[src/rtl/seq_detect_param.sv]
// -----------------------------------------------------------------------------
// seq_detect_param
//   Parameterised serial pattern detector. A Moore FSM with states S0..SN,
//   where Sk means the last k sampled bits equal the first k pattern bits.
//   The transition table is derived at elaboration using the KMP rule (longest
//   suffix of the matched prefix plus the new bit that is also a pattern prefix).
//
// Parameters
//   N       : pattern length in bits (2..16)
//   PATTERN : target sequence, N bits wide, PATTERN[N-1] is received first
//   CNT_W   : detection counter width (1..16)
//
// Ports
//   clk     : in  - clock, rising edge
//   rst     : in  - asynchronous active-high reset
//   x       : in  - serial data bit, sampled when en=1
//   en      : in  - sample enable; 0 holds all state
//   ovl     : in  - 1 = overlapping detection, 0 = non-overlapping
//   z       : out - Moore detect flag, high while state==SN
//   det_cnt : out - saturating detection count (only with SEQ_DETECT_CNT_EN)
//
// Build option
//   SEQ_DETECT_CNT_EN : when defined, compiles in det_cnt and its counter.
// -----------------------------------------------------------------------------
module seq_detect_param #(
  parameter int N       = 7,
  parameter     PATTERN = 7'b1111001,
  parameter int CNT_W   = 8
) (
  input  logic             clk,
  input  logic             rst,
  input  logic             x,
  input  logic             en,
  input  logic             ovl,
`ifdef SEQ_DETECT_CNT_EN
  output logic [CNT_W-1:0] det_cnt,
`endif
  output logic             z
);

  // Parameter legality checks, reported during elaboration.
  if (N < 2 || N > 16) begin : g_bad_n
    $error("seq_detect_param: N=%0d outside legal range 2..16", N);
  end
  if (CNT_W < 1 || CNT_W > 16) begin : g_bad_cnt_w
    $error("seq_detect_param: CNT_W=%0d outside legal range 1..16", CNT_W);
  end
  if ($bits(PATTERN) != N) begin : g_bad_pattern
    $error("seq_detect_param: PATTERN is %0d bits wide, expected N=%0d", $bits(PATTERN), N);
  end

  localparam int SW      = $clog2(N + 1);
  localparam int TBL_LEN = 2 ** SW;

  typedef logic [SW-1:0] state_t;

  localparam state_t S0 = '0;
  localparam state_t SN = state_t'(N);

  // Next state from Sk on input b: the longest l (1..N) such that the last l
  // symbols of (first k pattern bits, b) equal the first l pattern bits.
  // Pattern symbol i (0 = first received) is PATTERN[N-1-i].
  function automatic state_t kmp_next(input int k, input logic b);
    int   best;
    int   j;
    logic ok;
    logic sj;
    best = 0;
    for (int l = 1; l <= N; l++) begin
      if (l <= k + 1) begin
        ok = 1'b1;
        for (int i = 0; i < l; i++) begin
          j = k + 1 - l + i;
          if (j == k) sj = b;
          else        sj = PATTERN[N-1-j];
          if (sj != PATTERN[N-1-i]) ok = 1'b0;
        end
        if (ok) best = l;
      end
    end
    return state_t'(best);
  endfunction

  // Constant transition tables, one per input value. Entries beyond SN are
  // unreachable and parked at S0 so every state encoding has a defined target.
  state_t nxt0_tbl [TBL_LEN];
  state_t nxt1_tbl [TBL_LEN];

  for (genvar gi = 0; gi < TBL_LEN; gi++) begin : g_tbl
    if (gi <= N) begin : g_live
      localparam state_t NXT0 = kmp_next(gi, 1'b0);
      localparam state_t NXT1 = kmp_next(gi, 1'b1);
      assign nxt0_tbl[gi] = NXT0;
      assign nxt1_tbl[gi] = NXT1;
    end else begin : g_unused
      assign nxt0_tbl[gi] = S0;
      assign nxt1_tbl[gi] = S0;
    end
  end

  state_t state_q;
  state_t state_d;

  always_ff @(posedge clk or posedge rst) begin
    if (rst) state_q <= S0;
    else     state_q <= state_d;
  end

  always_comb begin
    state_d = state_q;
    z       = 1'b0;
    if (en) begin
      // Non-overlapping mode restarts the search as if from S0.
      if (state_q == SN && !ovl) state_d = x ? nxt1_tbl[S0] : nxt0_tbl[S0];
      else                       state_d = x ? nxt1_tbl[state_q] : nxt0_tbl[state_q];
    end
    z = (state_q == SN);
  end

`ifdef SEQ_DETECT_CNT_EN
  logic [CNT_W-1:0] cnt_q;
  logic [CNT_W-1:0] cnt_d;

  always_comb begin
    cnt_d = cnt_q;
    // Count entries into SN; stop at all-ones instead of wrapping.
    if (en && state_d == SN && cnt_q != {CNT_W{1'b1}}) cnt_d = cnt_q + 1'b1;
  end

  always_ff @(posedge clk or posedge rst) begin
    if (rst) cnt_q <= '0;
    else     cnt_q <= cnt_d;
  end

  assign det_cnt = cnt_q;
`endif

endmodule

[config.mk]
export PLATFORM = sky130hd
export DESIGN_NAME = seq_detect_param
export DESIGN_NICKNAME = d
export VERILOG_FILES = /design/src/rtl/seq_detect_param.sv
export SDC_FILE = /design/constraint.sdc
export NUM_CORES = 1
export LEC_CHECK = 0
export ABC_AREA = 1
export CAP_MARGIN = 30
export CORE_AREA = 2 2 39 41
export DETAILED_ROUTE_END_ITERATION = 6
export DIE_AREA = 0 0 41 43
export GPL_ROUTABILITY_DRIVEN = 0
export PLACE_DENSITY_LB_ADDON = 0.1
export SYNTH_ARGS = -nofsm -noshare
export SYNTH_HDL_FRONTEND = slang
export SYNTH_SLANG_ARGS = --single-unit
[constraint.sdc]
create_clock -name clk -period 1.8 [get_ports clk]
set_clock_uncertainty 0.15 [all_clocks]
set_input_delay 0.36 -clock clk [delete_from_list [all_inputs] [get_ports clk]]
set_output_delay 0.36 -clock clk [all_outputs]
set_load 0.01 [all_outputs]
## Word-level counts from Yosys, hierarchy flattened

Memory sizes are Yosys's and may differ from the RTL's.
Index checks and enable logic that the tools add are counted.

| storage, ports and cells | value |
|---|---|
| bits of input ports | 5 |
| ROM bits | 48 |
| memories | 2 |
| output and inout port bits | 1 |
| register bits | 3 |
| logic and storage cells | 15 |

| operators by class | value |
|---|---|
| equality and inequality tests | 1 |
| mux-type cells | 7 |
| bitwise operators | 1 |
| magnitude comparators | 1 |
| reduce and logical (&&, ||, !) cells | 2 |

Memories:

| name | depth | bits a word | rd ports | clocked after memory_dff | wr ports | line | text |
|---|---|---|---|---|---|---|---|
| (name not given) | 8 | 3 | 1 | 0 | 0 | 115 | `else state_d = x ? nxt1_tbl[state_q] : nxt0_tbl[state_q];` |
| (name not given) | 8 | 3 | 1 | 0 | 0 | 115 |  |

Operators by type and width:

| operator | number |
|---|---|
| 3-bit two-way mux | 6 |
| 4-bit greater-or-equal comparator, second input constant | 1 |
| 3-bit inverter with 4-bit output | 1 |
| 3-bit equality test, second input constant | 1 |
| 1-bit logical AND | 1 |
| 1-bit logical NOT | 1 |
| 1-bit two-way mux | 1 |

## Longest topological paths before layout

| depth | value |
|---|---|
| depth after elaboration | 6 |
| gate-level depth with buffers | 8 |
| mapped depth without buffers | 8 |

## Least setup slack after synthesis

Ideal clock, no wire load.

| timing | value |
|---|---|
| path kind | register to register |
| start | register state_q[0] |
| end | register state_q[0] |
| setup time | 124 ps |
| data required time | 1,526 ps |
| slack | 514 ps |
| period minus slack after synthesis | 1,286 ps |
| data arrival time | 1,012 ps |
| buffers on the path | 0 |
| cell stages (with the launch flop) | 9 |
| cells stage by stage | dfrtp_1 inv_1 ha_1 inv_1 nand2_1 nand2_1 nand2_1 nand2_1 a21oi_1 |

| on the way | value |
|---|---|
| cells in the longest elaborated chain, start to end | 6 |
| elaborated cells between the ends (all ways) | 11 |

RTL lines:

| item | line | text |
|---|---|---|
| start: declaration | 101 | `state_t state_q;` |
| start signal: assignment | 106 | `else state_q <= state_d;` |
| 3-bit inverter with 4-bit output (not written as such) | 115 |  |
| memory 8 x 3 bit | - |  |
| 3-bit two-way mux (not written as such) (2 in series) | 115 |  |
| 3-bit two-way mux | 115 |  |
| 3-bit two-way mux (*) | 114 | `if (state_q == SN && !ovl) state_d = x ? nxt1_tbl[S0] : nxt0_tbl[S0];` |

Every way passes the cells marked *; elsewhere a longest branch is shown, timed or not. The select of a mux whose other input is x is not followed.
A chain may end at the register's enable or synchronous reset.

## Worst setup path after layout

| timing | value |
|---|---|
| start | register state_q[0] |
| end | output z |

| on the way | value |
|---|---|
| cells in the longest elaborated chain, start to end | 1 |

RTL lines:

| item | line | text |
|---|---|---|
| 3-bit equality test | 117 | `z = (state_q == SN);` |
| end: declaration | 38 | `output logic z` |

Every way passes these cells.

==> results.md <==
* Run status: completed
* Clock power frac at 0.376
* Max_slew headroom at 0.843
* PD cells at 814 nW/um2
* Synth-to-layout area growth at 41.0%
* Asr flop ratio synth at 1.00
* Reg2reg path depth at 9
* Synth top area cells: dfrtp_1 (28%), nand2_1 (16%), ha_1 (14%)
* TritonCTS buffer count at 3
* Starting Density at 0.192
* Clk_lat worst skew at around 0.23 ns
* Yosys warns at 0
* Reg power frac at 0.278
* Final setup viols at 0
* Multi-input gate area at between 150 and 200 um2
* Htree depth at 1
* Final Core Density at 0.270
* First-pass GRT wire length at 979 um
* Synthesized net count at 47
* CTS Hold Buffers Added at 0
* Hold Fails Final Rpt at 0
* Period utilization at 0.933
* Lkg Pwr at 0.197 nW
* Slew of the pin with the lowest slew margin at approximately 0.23 ns
* Largest net degree at the start of global routing at 9
* Max-Cap Viols at 0
* WS Path Type: reg2out
* Vias at between 200 and 300
* Share of layout cells above drive strength 1 at 0.180
* P_int at between 0.0002 and 0.00025 W
* Post-route ant nets at 0
* Synth Register Bits at 3
* Required time of the worst setup path at ~1.3 ns
* Initial DRT Pass Iterations at 2
* Clock root buffer: clkbuf_4
* I/O pins at 6
* Post-Syn Instances at 39
* Die Span Y at between 40 and 50 um
* Reg area at around 75 um2
* Max reg flops at 3
* Worst R2R End: state_q[0]
* Yosys cell types at 12
* Achievable Freq at 596 MHz
* Avg WL per Cell at 8.70 um
* Global route total overflow at 0
* Avg Vias per Cell at approximately 4.2
* Flop2flop setup slack at between 0.3 and 0.4 ns
* Antenna violations before repair at 0
* Number of synthesized flops with an enable pin at 0
* CTS tree: built
* Post-synth top area cell: dfrtp_1
* Reg with most FFs: state_q
* DR iter-0 viols at 1
* Setup TNS at 0 ns
* I/O Buffers at 5
* Hold Crit Class: in2async
* # diodes at 0
* Mean Syn Cell Area at about 6.8 um2
* Nets at 59
* Worst-case vdd ir drop at between 0.2 and 0.25 mV
* Rows at 14
* Post-DP HPWL at 458 um
* Biggest regs: state_q: 3 flops
* Max Slew Vio Count at 0
* Vias in the first global route at ~260
* Die area at ~1800 um2
* Final wirelength at between 500 and 600 um
* Global-route usage over all layers at 0.0804
* Top cell type's share of synthesized area at 0.283
* # fillers at 160
* Most frequent cell after synthesis: nand2_1
* Core area at about 1400 um2
* Arrival time at the worst endpoint at around 1.2 ns
* Top_reg_cell synth: dfrtp_1
* Combinational power share at 0.346
* Synth Cell Area at roughly 270 um2
* Endpoint class of the critical path: output pin
* Total Power at a little over 0.0003 W
* Net Sw Frac at 0.310
* FF-to-FF Start: state_q[1]
* Min Tclk post-route at 1.68 ns
* Switching pwr at 0.0000943 W
* DRC at 0
* CP max FO at 3
* Crit start category: flip-flop
* Commonest cells in the netlist: nand2_1 (11), a21oi_1 (7), inv_1 (7), dfrtp_1 (3), ha_1 (3)
* RSZ-0062 raised after global routing: no
* Sequential share of the synthesized area at 0.283
* Clk sinks at 3
* DIE WIDTH at approximately 41 um
* Clk buf depth at 2
* Clk slew on worst S/H paths at ~0.04 ns
## routing by layer
layer | track usage | wire [um] | up-vias
met5 | 0 | 0 | -
met4 | 0.0200 | 0 | 0
met3 | 0.0314 | 23 | 0
met2 | 0.128 | 281 | 5
met1 | 0.0968 | 269 | 132
li1 | - | - | 143
## per-stage QoR
stage               setup WS [ns]  cell area, um2  hold WS [ns]  instances
floorplan                   0.514             265       -0.0364         39
global placement           0.0898             339         0.384         61
detailed placement         0.0590             339         0.387         61
CTS                         0.103             374         0.142         66
global route               0.0489             374         0.156         66
finish                      0.121             374         0.148         66
## power by group through the flow
stage,Combinational [W],Sequential (W),Clock [W]
2_1_floorplan,0.0000643,0.0000876,0
3_3_place_gp,0.0000971,0.0000869,0
3_5_place_dp,0.0000976,0.0000874,0
4_1_cts,0.000107,0.0000846,0.000119
5_1_grt,0.000121,0.0000859,0.000124
6_report,0.000105,0.0000847,0.000114
## worst max path at each step
stage / startpoint / end / slack [ns] / depth (start not counted)
floorplan: state_q[0] / state_q[0] / 0.51 / 8
global placement: state_q[1] / z / 0.09 / 4
detailed placement: state_q[1] / z / 0.06 / 4
CTS: state_q[0] / z / 0.10 / 4
global route: state_q[0] / z / 0.05 / 4
finish: state_q[0] / z / 0.12 / 4
## timing repair
item	CTS	global route
endpoints found under the setup margin	1	0
resized for setup	2	0
buffers inserted	1	0
## cells in the final DEF (no fill, tap or decap)
cell type and count:
nor3_1 1, o211ai_1 1, nand3_2 1, buf_4 3, inv_2 1, dlygate4sd2_1 1
nand2_1 11, nor2_1 2, dfrtp_1 3, nand3_1 1, ha_1 2, clkdlybuf4s50_1 4
clkbuf_1 1, ha_2 1, clkbuf_4 3, a21oi_1 7, inv_1 7
## worst max-delay path, stage by stage (launching register included)
cell and delay (ns):
dfrtp_1 0.37, ha_2 0.21, nand2_1 0.06, inv_1 0.03
dlygate4sd2_1 0.27
## cell type report
type                            count  area share
Timing Repair Buffer                8       0.191
Sequential cell                     3       0.201
Multi-Input combinational cell     27       0.405
Inverter                            8      0.0803
Tap cell                           16      0.0535
Clock buffer                        4      0.0702
## cell families (layout without fill, tap and decap cells)
logic type | after synthesis | in the layout | share of synthesized area
compound gates | 8 | 8 | 0.160
buf+inv | 9 | 20 | 0.156
simple gates | 16 | 16 | 0.259
flops | 3 | 3 | 0.283
fa+ha+maj | 3 | 3 | 0.142
No activity file was read; power rests on OpenSTA's default activity.
